$ cat config.mk
export PLATFORM = sky130hd
export DESIGN_NAME = run_ctl
export DESIGN_NICKNAME = d
export VERILOG_FILES = /design/src/rtl/run_ctl.sv
export SDC_FILE = /design/constraint.sdc
export NUM_CORES = 1
export LEC_CHECK = 0
export ABC_CLOCK_PERIOD_IN_PS = 3100
export BUFFER_PORTS_ARGS = -buffer_cell sky130_fd_sc_hd__buf_2
export CORE_MARGIN = 4
export CORE_UTILIZATION = 46
export DETAILED_ROUTE_END_ITERATION = 8
export PLACE_DENSITY_LB_ADDON = 0.1
export SETUP_SLACK_MARGIN = 0.2
export SLEW_MARGIN = 20
export SYNTH_ARGS = -nofsm -noshare
export SYNTH_HDL_FRONTEND = slang
export SYNTH_SLANG_ARGS = --single-unit
$ cat constraint.sdc
create_clock -name Clk -period 3.1 [get_ports Clk]
set_input_delay 0.31 -clock Clk [delete_from_list [all_inputs] [get_ports Clk]]
set_output_delay 0.31 -clock Clk [all_outputs]
set_load 0.02 [all_outputs]
$ cat src/rtl/run_ctl.sv
// rtl/run_ctl.sv - Start/Done run-control sequencer: program launch, PC load, halt/watchdog completion
module run_ctl #(
  parameter int L        = 10,
  parameter int NPROG    = 3,
  parameter int PROG1_PC = 0,
  parameter int PROG2_PC = 190,
  parameter int PROG3_PC = 200,
  parameter int CW       = 16,
  parameter int MAXCYC   = 60000
) (
  input  logic          Clk,
  input  logic          Reset,
  input  logic          Start,
  input  logic          Halt,
  input  logic [L-1:0]  ProgCtr,
  output logic          Run,
  output logic          LoadPC,
  output logic [L-1:0]  PCInit,
  output logic          Done,
  output logic          Timeout,
  output logic [1:0]    ProgIdx,
  output logic [CW-1:0] CycleCount,
  output logic [L-1:0]  HaltPC
);

  localparam logic [CW-1:0] LAST_CYC = CW'(MAXCYC - 1);
  localparam logic [1:0]    NPROG_W  = 2'(NPROG);

  typedef enum logic [1:0] {S_IDLE, S_ARMED, S_RUN, S_DONE} state_t;

  state_t        state, state_n;
  logic          start_r;
  logic          run_n, load_n, done_n, timeout_n;
  logic [L-1:0]  pcinit_n, haltpc_n;
  logic [1:0]    idx_n;
  logic [CW-1:0] cyc_n;

  wire rise = !start_r && Start;
  wire fall = start_r && !Start;

  function automatic logic [L-1:0] entry_pc(input logic [1:0] idx);
    case (idx)
      2'd1:    entry_pc = L'(PROG1_PC);
      2'd2:    entry_pc = L'(PROG2_PC);
      default: entry_pc = L'(PROG3_PC);
    endcase
  endfunction

  // Every output is computed here as a next value and registered below.
  always_comb begin
    state_n   = state;
    run_n     = Run;
    load_n    = 1'b0;
    pcinit_n  = PCInit;
    done_n    = Done;
    timeout_n = Timeout;
    idx_n     = ProgIdx;
    cyc_n     = CycleCount;
    haltpc_n  = HaltPC;
    case (state)
      S_IDLE, S_DONE: begin
        if (rise && (ProgIdx < NPROG_W)) begin
          state_n   = S_ARMED;
          idx_n     = ProgIdx + 2'd1;
          done_n    = 1'b0;
          timeout_n = 1'b0;
        end
      end
      S_ARMED: begin
        if (fall) begin
          state_n  = S_RUN;
          load_n   = 1'b1;
          run_n    = 1'b1;
          pcinit_n = entry_pc(ProgIdx);
          cyc_n    = '0;
        end
      end
      S_RUN: begin
        // Halt outranks the watchdog when both land in the same cycle.
        if (Halt) begin
          state_n  = S_DONE;
          haltpc_n = ProgCtr;
          run_n    = 1'b0;
          done_n   = 1'b1;
        end else if (CycleCount == LAST_CYC) begin
          state_n   = S_DONE;
          run_n     = 1'b0;
          done_n    = 1'b1;
          timeout_n = 1'b1;
        end else begin
          cyc_n = CycleCount + 1'b1;
        end
      end
      default: state_n = S_IDLE;
    endcase
  end

  always_ff @(posedge Clk) begin
    if (Reset) begin
      state      <= S_IDLE;
      start_r    <= 1'b0;
      Run        <= 1'b0;
      LoadPC     <= 1'b0;
      PCInit     <= '0;
      Done       <= 1'b0;
      Timeout    <= 1'b0;
      ProgIdx    <= 2'd0;
      CycleCount <= '0;
      HaltPC     <= '0;
    end else begin
      state      <= state_n;
      start_r    <= Start;
      Run        <= run_n;
      LoadPC     <= load_n;
      PCInit     <= pcinit_n;
      Done       <= done_n;
      Timeout    <= timeout_n;
      ProgIdx    <= idx_n;
      CycleCount <= cyc_n;
      HaltPC     <= haltpc_n;
    end
  end

endmodule
==> results_dict.tcl <==
set metrics [dict create \
    status "finished clean" \
    hold_path_class "in -> reg" \
    wire_per_inst_um 13.5 \
    seq_area_um2 761 \
    syn_area_um2 1930 \
    n_antenna_cell 0 \
    numPortBuffers 52 \
    use_met3 0.0523 \
    io_pins 56 \
    num-fill-cells 413 \
    ir_drop_uv 347 \
    clock_sinks 38 \
    synth_top_area_frac 0.394 \
    crit_cells 7 \
    num-nets-final 299 \
    avgSynthCellArea_um2 8.29 \
    crit_path_max_fanout 12 \
    cp-start-kind "flop" \
    async_flop_share 0 \
    first_global_vias 1602 \
    final_util 0.560 \
    worst-path-buf-inv 2 \
    power_density_nw_per_um2 588 \
    place_hpwl_um 3240 \
    min_from "ProgCtr[6]" \
    antenna_found_initial 0 \
    critPathRequiredTime_ps 3290 \
    drcViolationCount 0 \
    busiest_layer "met2" \
    drtIter0Drc 83 \
    p_clk_frac 0.237 \
    clockRootBuffer "clkbuf_8" \
    htreeDepth 2 \
    cp-end-kind "flop" \
    syn_inst 233 \
    clock_latency_ps 290 \
    critPathSlowestCell "o21ai_1" \
    place.gp.congestion 0.800 \
    grt_use_total 0.174 \
    synth_edf_count 0 \
    clockBufferDepth 2 \
    layout-drive-gt1-share 0.263 \
    yosys_warnings 0 \
    ctsHoldBuffers 0 \
    synthTopCellsByCount "38 x dfxtp_1, 36 x nand2_1, 23 x a21oi_1" \
    dieHeight_um 72.8 \
    numCtsBuffers 5 \
    finClkSkew_ps 6.58 \
    post-synth-top-area-cell "dfxtp_1" \
    timing.final.max_slew_violations 0 \
    p_switching_mw 0.466 \
    synthFlopType "dfxtp_1" \
    seq_area_frac_synth 0.394 \
    grt_max_degree 30 \
    die_area_um2 5300 \
    critPathTopFamily "compound AO/OA/AOI/OAI gates" \
    setup_violations 0 \
    antenna_left 0 \
    finalHoldViolations 0 \
    hold_depth 3 \
    die_w_um 72.8 \
    synth.most_common_cell "dfxtp_1" \
    comb_power_share 0.337 \
    fin_tns_setup_ps 0 \
    ys_ff_latch 38 \
    maxSlewHeadroom 0.497 \
    netSwitchingFraction 0.351 \
    ys_types 57 \
    fin_crit_sh 0.686 \
    crit_start "state[0]" \
    use_met1 0.225 \
    clk_transition_reported_paths_ps 70 \
    dr.pass1.iters 4 \
    postCtsSetupBuffers 0 \
    ys_top_cells_by_area "dfxtp_1 39%, nand2_1 7.0%, a21oi_1 6.0%, ha_1 4.5%, o21ai_0 3.4%" \
    use_met2 0.279 \
    max_stage_delay_ps 390 \
    maxCapViolations 0 \
    ctsResizeCount 0 \
    overflow 0 \
    grt_pass1_wl_um 7330 \
    core_area_um2 4030 \
    rr_worst_depth 7 \
    vias 1764 \
    syn_to_final_growth_pct 16.7 \
    path_cells "inv_1, ha_1, inv_1, o21ai_1, nor2_1, a22o_1, a31o_2" \
    worst_path_most_repeated_cell "inv_1" \
    critical_path_class "reg -> reg" \
    intPower_mw 0.860 \
    start_util 0.480 \
    cts_tree "yes" \
    postRouteWirelength_um 4410 \
    layout_min_cycle_time_ps 2130 \
    multiInputGateArea_um2 1040 \
    tightest_slew_ps 752 \
    rows 23 \
    max_freq_mhz 470 \
    p_leak_nw 0.979 \
    rsz0062_at_grt "no" \
    r2r-start "state[0]" \
    pwr-share-seq 0.426 \
    avgViaCountPerCell 5.38 \
    critPathArrivalTime_ps 2310 \
]
-- worst paths after layout --
check	to	slack, ps
min reg2reg	HaltPC[5]	450
max	CycleCount[5]	970
max reg2reg	CycleCount[5]	970
min	HaltPC[6]	260
-- final cells by class --
type / count / share of cell area
multi-input cells: 169 / 0.462
flip-flops and latches: 38 / 0.337
repair buffers: 54 / 0.122
clock buffers: 7 / 0.0339
well taps: 50 / 0.0277
inverters: 10 / 0.0166
-- sequential cells by signal, summed over array words and instances (netlist names) --
name / count
CycleCount: 16
Done: 1
HaltPC: 10
LoadPC: 1
PCInit: 3
ProgIdx: 2
Run: 1
Timeout: 1
start_r: 1
state: 2
-- cell families (layout without fill, tap and decap cells) --
family / after synthesis / after routing / synth area share
xor gates and xnor gates: 1 / 1 / 0.00453
buffers and inverters: 28 / 71 / 0.0706
muxes: 3 / 3 / 0.0188
DFF: 38 / 38 / 0.394
and+or+nand+nor: 93 / 93 / 0.265
AOI/OAI and AO/OA: 62 / 62 / 0.200
other: 1 / 3 / 0.00194
adders and majority gates: 7 / 7 / 0.0453
-- power groups by stage --
| stage | clock [mW] | sequential [mW] | combinational [mW] |
|---|---|---|---|
| 2_1_floorplan | 0 | 0.610 | 0.313 |
| 3_3_place_gp | 0 | 0.575 | 0.445 |
| 3_5_place_dp | 0 | 0.576 | 0.452 |
| 4_1_cts | 0.330 | 0.565 | 0.455 |
| 5_1_grt | 0.348 | 0.572 | 0.510 |
| 6_report | 0.314 | 0.565 | 0.447 |
-- cell usage in the layout (no fill, tap or decap), types with 2 or more instances in the layout --
cell,n
nand4bb_1,2
conb_1,3
o31ai_1,6
dfxtp_1,38
o21ai_0,13
nand2_1,36
nand4_1,2
a22o_1,2
clkbuf_8,5
nand2b_1,3
nor2b_1,4
a21oi_1,23
nor2_1,14
buf_4,2
a31oi_1,4
inv_1,10
clkbuf_1,2
or2_2,2
nand3_1,8
and3_1,2
buf_2,52
or4_1,2
nor3_1,3
ha_1,7
o211ai_1,2
-- worst min-delay path, cell delays in order --
cell and delay [ps]:
buf_2 90, nand2_1 40, a21oi_1 50
-- through the flow --
step | instance area, µm² | std cells | power, mW | setup WS, ps | hold WS, ps
after floorplan | 1940 | 235 | 0.922 | 1240 | 438
after global placement | 2180 | 321 | 1.02 | 1070 | 439
after detailed placement | 2180 | 321 | 1.03 | 962 | 443
after CTS | 2250 | 328 | 1.35 | 951 | 247
after global routing | 2250 | 328 | 1.43 | 719 | 254
final | 2250 | 328 | 1.33 | 974 | 256
-- layer usage --
layer  vias to the layer above  wire [µm]
li1                        901          -
met1                       806       2010
met2                        55       2040
met3                         2        336
met4                         0         23
met5                         -          0
No activity file was read; power rests on OpenSTA's default activity.
